==> src/rtl/doorlock_ctrl.sv <==
// rtl/doorlock_ctrl.sv - doorlock password sequencer
// Collects 4 BCD digits, checks/changes the password, handles timeout and lockout.
module doorlock_ctrl #(
  parameter logic [25:0] T_1S     = 26'h2FA_F080,
  parameter int          OPEN_SEC = 3,
  parameter int          LOCK_SEC = 10,
  parameter int          TO_SEC   = 5,
  parameter int          MAX_FAIL = 3,
  parameter logic [15:0] INIT_PW  = 16'h1234
) (
  input  logic       clk,
  input  logic       rst,
  input  logic [9:0] key_i,
  input  logic       star_i,
  output logic       led_o,
  output logic [6:0] fnd_o
);

  typedef enum logic [2:0] {
    S_IDLE,
    S_ENTRY,
    S_OPEN,
    S_PGM,
    S_LOCK
  } state_t;

  state_t      state_q, state_d;
  logic [15:0] buf_q, buf_d;
  logic [2:0]  cnt_q, cnt_d;
  logic [15:0] pw_q, pw_d;
  logic [3:0]  fail_q, fail_d;
  logic [25:0] pre_q, pre_d;
  logic [3:0]  sec_q, sec_d;

  logic       key_valid;
  logic [3:0] key_dig;
  logic       tick;
  logic       restart;
  logic       to_hit, open_hit, lock_hit;

  always_comb begin
    key_dig = 4'd0;
    for (int i = 0; i < 10; i++) begin
      if (key_i[i]) key_dig = 4'(i);
    end
  end

  // Star always wins over a coincident digit.
  assign key_valid = $onehot(key_i) && !star_i;

  assign tick     = (pre_q == T_1S - 26'd1);
  assign to_hit   = tick && (sec_q == 4'(TO_SEC - 1));
  assign open_hit = tick && (sec_q == 4'(OPEN_SEC - 1));
  assign lock_hit = tick && (sec_q == 4'(LOCK_SEC - 1));

  always_comb begin
    state_d = state_q;
    buf_d   = buf_q;
    cnt_d   = cnt_q;
    pw_d    = pw_q;
    fail_d  = fail_q;
    restart = 1'b0;

    case (state_q)
      S_IDLE: begin
        if (key_valid) begin
          state_d = S_ENTRY;
          buf_d   = {12'h000, key_dig};
          cnt_d   = 3'd1;
        end
      end
      S_ENTRY: begin
        if (star_i) begin
          if (cnt_q == 3'd4 && buf_q == pw_q) begin
            state_d = S_OPEN;
            fail_d  = 4'd0;
          end else begin
            fail_d  = fail_q + 4'd1;
            state_d = (fail_q + 4'd1 == 4'(MAX_FAIL)) ? S_LOCK : S_IDLE;
          end
        end else if (key_valid) begin
          restart = 1'b1;
          if (cnt_q != 3'd4) begin
            buf_d = {buf_q[11:0], key_dig};
            cnt_d = cnt_q + 3'd1;
          end
        end else if (to_hit) begin
          state_d = S_IDLE;
        end
      end
      S_OPEN: begin
        if (star_i) state_d = S_PGM;
        else if (open_hit) state_d = S_IDLE;
      end
      S_PGM: begin
        if (star_i) begin
          if (cnt_q == 3'd4) pw_d = buf_q;
          state_d = S_IDLE;
        end else if (key_valid) begin
          restart = 1'b1;
          if (cnt_q != 3'd4) begin
            buf_d = {buf_q[11:0], key_dig};
            cnt_d = cnt_q + 3'd1;
          end
        end else if (to_hit) begin
          state_d = S_IDLE;
        end
      end
      S_LOCK: begin
        if (lock_hit) begin
          state_d = S_IDLE;
          fail_d  = 4'd0;
        end
      end
      default: state_d = S_IDLE;
    endcase

    if (state_d != state_q) begin
      restart = 1'b1;
      if (state_d == S_IDLE || state_d == S_OPEN || state_d == S_PGM) begin
        buf_d = 16'h0000;
        cnt_d = 3'd0;
      end
    end

    // Timeouts are measured from the last state change or accepted digit.
    if (restart) begin
      pre_d = 26'd0;
      sec_d = 4'd0;
    end else if (tick) begin
      pre_d = 26'd0;
      sec_d = sec_q + 4'd1;
    end else begin
      pre_d = pre_q + 26'd1;
      sec_d = sec_q;
    end
  end

  always_ff @(posedge clk or posedge rst) begin
    if (rst) begin
      state_q <= S_IDLE;
      buf_q   <= 16'h0000;
      cnt_q   <= 3'd0;
      pw_q    <= INIT_PW;
      fail_q  <= 4'd0;
      pre_q   <= 26'd0;
      sec_q   <= 4'd0;
    end else begin
      state_q <= state_d;
      buf_q   <= buf_d;
      cnt_q   <= cnt_d;
      pw_q    <= pw_d;
      fail_q  <= fail_d;
      pre_q   <= pre_d;
      sec_q   <= sec_d;
    end
  end

  assign led_o = (state_q == S_OPEN);

  always_comb begin
    fnd_o = 7'h7F;
    case (state_q)
      S_ENTRY, S_PGM: begin
        case (cnt_q)
          3'd0:    fnd_o = 7'h40;
          3'd1:    fnd_o = 7'h79;
          3'd2:    fnd_o = 7'h24;
          3'd3:    fnd_o = 7'h30;
          default: fnd_o = 7'h19;
        endcase
      end
      S_OPEN:  fnd_o = 7'h23;
      S_LOCK:  fnd_o = 7'h47;
      default: fnd_o = 7'h7F;
    endcase
  end

endmodule

==> config.mk <==
export PLATFORM = sky130hd
export DESIGN_NAME = doorlock_ctrl
export DESIGN_NICKNAME = d
export VERILOG_FILES = /design/src/rtl/doorlock_ctrl.sv
export SDC_FILE = /design/constraint.sdc
export NUM_CORES = 1
export LEC_CHECK = 0
export CORE_UTILIZATION = 33
export DETAILED_ROUTE_END_ITERATION = 12
export PLACE_DENSITY = 0.5
export SYNTH_ARGS = -nofsm -noshare
export SYNTH_HDL_FRONTEND = slang
export SYNTH_SLANG_ARGS = --single-unit
==> constraint.sdc <==
create_clock -name clk -period 4.2 [get_ports clk]
set_input_delay 0.42 -clock clk [delete_from_list [all_inputs] [get_ports clk]]
set_output_delay 0.42 -clock clk [all_outputs]
set_load 0.01 [all_outputs]
==> run_summary.xml, run 1 <==
<?xml version="1.0" encoding="UTF-8"?>
<metrics>
  <group name="worst_hold_path">
    <metric name="hold_class" unit="">input pin to async pin</metric>
  </group>
  <group name="layout">
    <metric name="layout.core_utilization" unit="%">43.3</metric>
    <metric name="fill_cell_count" unit="">1191</metric>
    <metric name="final_nets" unit="">501</metric>
    <metric name="area_growth" unit="%">26.3</metric>
    <metric name="final-seq-area" unit="um^2">1810</metric>
    <metric name="antenna-diode-count" unit="">0</metric>
    <metric name="multiInputGateArea" unit="um^2">2290</metric>
    <metric name="post_route_cells_drive_above_1_share" unit="%">22.0</metric>
  </group>
  <group name="logic_synthesis">
    <metric name="yosys_warnings" unit="">0</metric>
    <metric name="syn-instance-count" unit="">421</metric>
    <metric name="synthTopCellsByArea" unit="">dfrtp_1 40%, xnor2_1 6.5%, nor2_1 4.7%, mux2_2 4.3%, ha_1 4.2%</metric>
    <metric name="synthesis.area" unit="um^2">4150</metric>
    <metric name="synth_most_common_cell" unit="">dfrtp_1</metric>
    <metric name="yosysTopAreaCell" unit="">dfrtp_1</metric>
    <metric name="yosys.area.top_type_share" unit="%">40.4</metric>
    <metric name="synth.yosys.seq_area_share" unit="%">43.6</metric>
    <metric name="synth_ff_type" unit="">dfrtp_1</metric>
    <metric name="postSynthRegisterBits" unit="">72</metric>
    <metric name="yosys-top-cells-count" unit="">67 x dfrtp_1, 52 x nor2_1, 31 x xnor2_1, 27 x nand2_1, 24 x inv_1</metric>
    <metric name="synthDistinctLibCells" unit="">52</metric>
    <metric name="synth_nets" unit="">454</metric>
    <metric name="synth-edff-count" unit="">0</metric>
    <metric name="fraction_of_registers_with_async_set_or_reset_after_synthesis" unit="%">100</metric>
    <metric name="syn_avg_cell_area" unit="um^2">9.86</metric>
  </group>
  <group name="placement">
    <metric name="post-dp-hpwl" unit="um">6440</metric>
    <metric name="buffers_on_ports" unit="">20</metric>
    <metric name="gpl.final_weighted_congestion" unit="">0.745</metric>
    <metric name="place_worst_setup_slack" unit="ns">-0.443</metric>
  </group>
  <group name="global_routing">
    <metric name="gr-usage-all-layers" unit="%">15.6</metric>
    <metric name="grt_overflow" unit="">0</metric>
    <metric name="grt_pass1_wl" unit="um">15900</metric>
    <metric name="first_global_vias" unit="">3314</metric>
    <metric name="grt_antenna_before_repair" unit="">0</metric>
    <metric name="pin_count_of_the_biggest_net_entering_global_routing" unit="">48</metric>
  </group>
  <group name="timing">
    <metric name="final_hold_viol_count" unit="">0</metric>
    <metric name="rsz0062_at_grt" unit="">yes</metric>
    <metric name="finalMaxSlewViolations" unit="">0</metric>
    <metric name="max_freq" unit="MHz">245</metric>
    <metric name="finClkSkew" unit="ns">0.00374</metric>
    <metric name="timing.final.crit_share" unit="%">97.0</metric>
    <metric name="slew_headroom" unit="%">14.1</metric>
    <metric name="worst_max_slew_pin_slew" unit="ns">1.28</metric>
    <metric name="final.min_clock_period" unit="ns">4.08</metric>
    <metric name="worst_slack" unit="ns">0.124</metric>
    <metric name="count_of_endpoints_failing_setup_in_the_final_report" unit="">0</metric>
  </group>
  <group name="worst_setup_path">
    <metric name="setup.worst_path.start_class" unit="">input pin</metric>
    <metric name="crit_arrival" unit="ns">4.31</metric>
    <metric name="worstSetupEndpointType" unit="">register</metric>
    <metric name="critical_path.reg2reg.endpoint" unit="">buf_q[0]$_DFF_PP0_</metric>
    <metric name="required" unit="ns">4.43</metric>
    <metric name="worstRegToRegCells" unit="">5</metric>
    <metric name="worst_r2r_startpoint" unit="">state_q[0]$_DFF_PP0_</metric>
    <metric name="criticalPathCategory" unit="">input pin to register</metric>
    <metric name="timing.critical_path.fanout_max" unit="">5</metric>
    <metric name="reg2reg_setup_slack" unit="ns">1.08</metric>
  </group>
  <group name="clocking">
    <metric name="hold_buffers" unit="">0</metric>
    <metric name="htreeDepth" unit="">3</metric>
    <metric name="clock_tree.buffer_depth" unit="">2</metric>
    <metric name="clk_root_buffer_cell" unit="">clkbuf_16</metric>
    <metric name="worst_skew_pair.late_latency" unit="ns">0.33</metric>
    <metric name="cts.sinks" unit="">72</metric>
    <metric name="clk_pin_slew_worst_paths" unit="ns">0.05</metric>
    <metric name="cts_made_buffers" unit="">9</metric>
    <metric name="cts_tree" unit="">done</metric>
  </group>
  <group name="outcome">
    <metric name="run_status" unit="">complete, no violations</metric>
  </group>
  <group name="routing">
    <metric name="drt_first_pass_iters" unit="">4</metric>
    <metric name="routed_wl" unit="um">9760</metric>
    <metric name="drt_drc_violations_left" unit="">0</metric>
    <metric name="wire_per_inst" unit="um">15.2</metric>
    <metric name="viasPerCell" unit="">5.04</metric>
    <metric name="detailroute.via_count" unit="">3233</metric>
    <metric name="drt_first_iter_violations" unit="">144</metric>
    <metric name="antenna_violating_nets_post_route" unit="">0</metric>
  </group>
  <group name="die">
    <metric name="start_util" unit="%">34.3</metric>
    <metric name="die-height" unit="um">114</metric>
    <metric name="num_io_pins" unit="">21</metric>
    <metric name="die_width" unit="um">114</metric>
    <metric name="fp.coreArea" unit="um^2">12100</metric>
    <metric name="die-area" unit="um^2">13000</metric>
    <metric name="core.rowCount" unit="">40</metric>
  </group>
  <group name="power">
    <metric name="power.ir.vdd_worst" unit="uV">278</metric>
    <metric name="power.static_leakage" unit="nW">2.24</metric>
    <metric name="power-per-cell-area" unit="nW/um^2">422</metric>
  </group>
  <group name="job">
    <metric name="maxCapViolations" unit="">0</metric>
  </group>
</metrics>
per-stage QoR:
step | TNS [ns] | hold slack [ns] | total power, W | std cells | area, um^2
3_3_place_gp | -11.25 | 0.478 | 0.00144 | 613 | 4680
5_1_grt | -0.740 | 0.511 | 0.00236 | 641 | 5240
6_report | 0 | 0.462 | 0.00221 | 641 | 5240
3_5_place_dp | -12.18 | 0.480 | 0.00146 | 613 | 4680
2_1_floorplan | 0 | 0.455 | 0.00124 | 421 | 4150
4_1_cts | 0 | 0.488 | 0.00217 | 629 | 4970
worst max path at each step:
stage	cells after the start	start	end
6_report	17	key_i[9]	buf_q[8]$_DFF_PP0_
5_1_grt	16	key_i[9]	buf_q[0]$_DFF_PP0_
4_1_cts	17	key_i[0]	buf_q[2]$_DFF_PP0_
3_5_place_dp	16	key_i[1]	buf_q[2]$_DFF_PP0_
3_3_place_gp	17	key_i[5]	buf_q[12]$_DFF_PP0_
2_1_floorplan	15	key_i[0]	buf_q[10]$_DFF_PP0_
routing by layer:
metal	track usage, %	wire, um	vias to the layer above
met5	0	0	-
met4	5.11	102	0
met3	3.81	227	7
met1	18.3	4410	1621
met2	27.8	5020	33
li1	-	-	1572
layout by cell type (no fill, tap or decap), drive strengths merged, types with 4 or more instances in the layout:
cell	Yosys	final
dfrtp	67	67
nor2	52	52
xnor2	31	31
buf	9	31
nand2	28	28
inv	24	24
a31oi	21	21
clkbuf	9	20
nand3	18	18
xor2	17	17
mux2	16	16
clkdlybuf4s50	0	14
ha	14	14
a21oi	12	12
a22oi	12	12
nand4	11	11
and3	11	11
o21ai	7	7
fa	6	6
dfstp	5	5
o31ai	5	5
nor2b	4	4
clkinv	0	4
nor4	4	4
nor3	4	4
layout make-up:
cell class              instances  share of cell area, %
clock buffers                  12                   4.71
clock inverters                 4                  0.382
inverters                      24                   1.72
multi-input cells             307                   43.8
flip-flops and latches         72                   34.5
well taps                     168                   4.01
repair buffers                 54                   10.9
repair_timing:
| item | 4_1_cts | 5_1_grt |
|---|---|---|
| cloned | 0 | 6 |
| endpoints found under the setup margin | 19 | 24 |
| pin swaps | 5 | 30 |
| setup buffers | 0 | 7 |
| resized for setup | 6 | 33 |
worst max-delay path, stage by stage:
cell and delay, ns:
buf_6 0.10, fa_1 0.50, fa_1 0.54, inv_2 0.04, fa_1 0.45, inv_1 0.07, ha_2 0.17, inv_2 0.04
fa_2 0.35, a2111o_1 0.45, a21oi_1 0.15, buf_4 0.16, nor3_2 0.05, o21ai_2 0.23, o211ai_4 0.19, clkbuf_16 0.23
a31oi_2 0.17
power breakdown:
group	total (W)	switching [W]	leakage, nW	internal (W)
clock network	0.000682	0.000271	0.136	0.000411
registers	0.000904	0.000125	0.972	0.000780
logic	0.000622	0.000322	1.13	0.000300
registers in the layout, indices dropped and copies added (netlist names):
signal / flops
cnt_q: 3
buf_q: 16
state_q: 3
pw_q: 16
pre_q: 26
fail_q: 4
sec_q: 4
kinds of logic (layout without fill, tap and decap cells):
group	after synthesis	in the layout	share of synthesized area, %
muxes	16	16	4.34
DFF	72	72	43.6
xor gates and xnor gates	48	48	10.1
adders and majority gates	20	20	7.12
AOI/OAI and AO/OA	75	75	12.5
buffers and inverters	42	94	4.43
and+or+nand+nor	148	148	17.9
Note: power is estimated with default switching activity, not from simulation.
==> inputs of run 2 (changes only) <==
--- a/config.mk
+++ b/config.mk
@@ -8,2 +8,3 @@
 export CORE_UTILIZATION = 33
+export CTS_CLUSTER_SIZE = 16
 export DETAILED_ROUTE_END_ITERATION = 12
==> constraint.sdc (replaced) <==
create_clock -name clk -period 4.2 [get_ports clk]
set_input_delay 0.84 -clock clk [delete_from_list [all_inputs] [get_ports clk]]
set_output_delay 0.84 -clock clk [all_outputs]
set_load 0.01 [all_outputs]
==> run 2 against run 1 <==
Against the previous run:
- the flow now finishes with violations (negative setup slack)
- routed wire length decreased by 3.3%
- cell area increased by 5.9%
- maximum frequency decreased by 6.1%
- cell count unchanged
- sequential share of layout area decreased by 1.9 points
- non-clock buffer count unchanged
- power increased by 5.1%
- die area unchanged
- register-to-register slack improved by 0.47 ns
- clock power increased by 7.6%
- sequential power about the same
- first-iteration DRC count decreased by 3.5%
- largest power group unchanged
- highest routed layer unchanged
==> run_summary.xml, run 2 (synthesis gave the netlist of run 1 again) <==
<?xml version="1.0" encoding="UTF-8"?>
<metrics>
  <group name="outcome">
    <metric name="run_status" unit="">finished with violations</metric>
    <metric name="violations" unit="">negative setup slack</metric>
  </group>
  <group name="layout">
    <metric name="layout_common_cells" unit="">67 x dfrtp_1, 52 x nor2_1, 31 x xnor2_1</metric>
    <metric name="fin_cells" unit="">641</metric>
    <metric name="layout_commonest_cell" unit="">dfrtp_1</metric>
    <metric name="area_growth" unit="%">33.7</metric>
    <metric name="layout.core_utilization" unit="%">45.8</metric>
    <metric name="fill_cell_count" unit="">1163</metric>
    <metric name="post_route_cells_drive_above_1_share" unit="%">25.2</metric>
    <metric name="antenna-diode-count" unit="">0</metric>
    <metric name="largest_register_ffs" unit="">26</metric>
    <metric name="final_nets" unit="">501</metric>
    <metric name="top_reg_by_flops" unit="">pre_q</metric>
    <metric name="reg_top3" unit="">pre_q (26), buf_q (16), pw_q (16)</metric>
  </group>
  <group name="worst_setup_path">
    <metric name="worstSetupEndpointType" unit="">register</metric>
    <metric name="reg2reg_setup_slack" unit="ns">1.55</metric>
    <metric name="critical-path-slowest-cell" unit="">fa_1</metric>
    <metric name="required" unit="ns">4.39</metric>
    <metric name="cpLargestDelayFamily" unit="">adder cells</metric>
    <metric name="critical_path_buf_inv_count" unit="">7</metric>
    <metric name="critPathMaxStageDelay" unit="ns">0.51</metric>
    <metric name="cell_mode_on_critical_path" unit="">fa_1</metric>
    <metric name="timing.critical_path.fanout_max" unit="">5</metric>
    <metric name="setup.worst_path.start_class" unit="">input pin</metric>
    <metric name="crit_chain" unit="">buf_8 -&gt; fa_1 -&gt; fa_1 -&gt; inv_1 -&gt; fa_1 -&gt; inv_1 -&gt; ha_2 -&gt; inv_2 -&gt; fa_2 -&gt; a2111o_1 -&gt; buf_6 -&gt; a21oi_4 -&gt; buf_6 -&gt; o31ai_4 -&gt; a31o_4 -&gt; nand2_8 -&gt; buf_12 -&gt; a31oi_4</metric>
    <metric name="criticalPathCategory" unit="">input pin to register</metric>
    <metric name="crit_arrival" unit="ns">4.53</metric>
  </group>
  <group name="timing">
    <metric name="final.min_clock_period" unit="ns">4.34</metric>
    <metric name="slew_headroom" unit="%">35.6</metric>
    <metric name="finalMaxSlewViolations" unit="">0</metric>
    <metric name="max_freq" unit="MHz">230</metric>
    <metric name="worst_max_slew_pin_slew" unit="ns">0.957</metric>
    <metric name="final_hold_viol_count" unit="">0</metric>
    <metric name="finClkSkew" unit="ns">0.00815</metric>
    <metric name="timing.final.crit_share" unit="%">103</metric>
    <metric name="rsz0062_at_grt" unit="">yes</metric>
    <metric name="count_of_endpoints_failing_setup_in_the_final_report" unit="">19</metric>
    <metric name="setup-tns-final" unit="ns">-2.47</metric>
    <metric name="worst_slack" unit="ns">-0.140</metric>
  </group>
  <group name="power">
    <metric name="clockPowerShare" unit="%">31.6</metric>
    <metric name="total_switching_power" unit="W">0.000751</metric>
    <metric name="sw_frac_of_total" unit="%">32.3</metric>
    <metric name="seqPwrFrac" unit="%">39.0</metric>
    <metric name="internal_power_contribution" unit="W">0.00157</metric>
    <metric name="power.static_leakage" unit="nW">2.27</metric>
    <metric name="gate_power_share" unit="%">29.4</metric>
    <metric name="power.ir.vdd_worst" unit="uV">241</metric>
    <metric name="power-per-cell-area" unit="nW/um^2">418</metric>
  </group>
  <group name="die">
    <metric name="fp.coreArea" unit="um^2">12100</metric>
    <metric name="num_io_pins" unit="">21</metric>
    <metric name="die-height" unit="um">114</metric>
    <metric name="die_width" unit="um">114</metric>
    <metric name="start_util" unit="%">34.3</metric>
    <metric name="core.rowCount" unit="">40</metric>
    <metric name="die-area" unit="um^2">13000</metric>
  </group>
  <group name="clocking">
    <metric name="cts_tree" unit="">done</metric>
    <metric name="cts.sinks" unit="">72</metric>
    <metric name="clk_root_buffer_cell" unit="">clkbuf_16</metric>
    <metric name="cts_made_buffers" unit="">9</metric>
    <metric name="worst_skew_pair.late_latency" unit="ns">0.33</metric>
    <metric name="clock_tree.buffer_depth" unit="">2</metric>
    <metric name="htreeDepth" unit="">3</metric>
    <metric name="clk_pin_slew_worst_paths" unit="ns">0.06</metric>
  </group>
  <group name="job">
    <metric name="maxCapViolations" unit="">0</metric>
  </group>
  <group name="routing">
    <metric name="drt_drc_violations_left" unit="">0</metric>
    <metric name="wire_per_inst" unit="um">14.7</metric>
    <metric name="drt_first_iter_violations" unit="">139</metric>
    <metric name="routed_wl" unit="um">9440</metric>
    <metric name="detailroute.via_count" unit="">3207</metric>
    <metric name="viasPerCell" unit="">5.00</metric>
    <metric name="antenna_violating_nets_post_route" unit="">0</metric>
    <metric name="drt_first_pass_iters" unit="">4</metric>
  </group>
  <group name="placement">
    <metric name="buffers_on_ports" unit="">20</metric>
    <metric name="dp_cells" unit="">611</metric>
    <metric name="post-dp-hpwl" unit="um">6160</metric>
    <metric name="gpl.final_weighted_congestion" unit="">0.782</metric>
    <metric name="place_worst_setup_slack" unit="ns">-0.837</metric>
  </group>
  <group name="global_routing">
    <metric name="first_global_vias" unit="">3393</metric>
    <metric name="gr-usage-all-layers" unit="%">16.0</metric>
    <metric name="grt_pass1_wl" unit="um">16300</metric>
    <metric name="grt_overflow" unit="">0</metric>
    <metric name="grt_antenna_before_repair" unit="">0</metric>
    <metric name="pin_count_of_the_biggest_net_entering_global_routing" unit="">73</metric>
  </group>
  <group name="worst_hold_path">
    <metric name="hold_class" unit="">register to register</metric>
  </group>
</metrics>
==> run 2: worst paths after layout <==
path,startpoint,end,cells after the start
max,key_i[1],buf_q[11]$_DFF_PP0_,18
min,pre_q[0]$_DFF_PP0_,pre_q[0]$_DFF_PP0_,1
max reg2reg,pw_q[5]$_DFFE_PP1P_,buf_q[1]$_DFF_PP0_,7
min reg2reg,pre_q[0]$_DFF_PP0_,pre_q[0]$_DFF_PP0_,1
max in group asynchronous,rst,state_q[0]$_DFF_PP0_,3
min in group asynchronous,rst,pw_q[7]$_DFFE_PP0P_,3
==> run 2: power by group through the flow <==
stage	clock [W]	sequential, W	combinational [W]
floorplan	0	0.000866	0.000382
global placement	0	0.000912	0.000535
detailed placement	0	0.000911	0.000543
CTS	0.000759	0.000902	0.000616
global route	0.000788	0.000923	0.000760
finish	0.000734	0.000904	0.000682
==> run 2: what timing repair did <==
action,CTS,global route
gates resized for setup,42,42
hold buffers,0,0
setup buffers,7,3
cloned,3,2
setup endpoints to repair,51,51
pin swaps,22,29
==> run 2: per-layer routing <==
metal | share of wire [%] | global-route usage, % | vias to the layer above
li1 | - | - | 1571
met1 | 47 | 20.0 | 1595
met2 | 49 | 26.6 | 29
met3 | 2.1 | 3.81 | 12
met4 | 1.8 | 6.58 | 0
met5 | 0 | 0 | -
==> run 2: per-stage QoR <==
step | power [W] | cell area, um^2 | hold WS, ns
after detailed placement | 0.00145 | 4700 | 0.478
after floorplan | 0.00125 | 4180 | 0.455
after global placement | 0.00145 | 4700 | 0.478
after CTS | 0.00228 | 5170 | 0.485
final | 0.00232 | 5550 | 0.482
after global routing | 0.00247 | 5550 | 0.517
==> run 2: final cells by class <==
class	count	area, um^2	share of cell area, %
Sequential cell	72	1810	32.6
Inverter	24	90.1	1.62
Clock inverter	3	42.5	0.767
Clock buffer	13	240	4.33
Timing Repair Buffer	54	628	11.3
Multi-Input combinational cell	307	2530	45.6
Tap cell	168	210	3.79
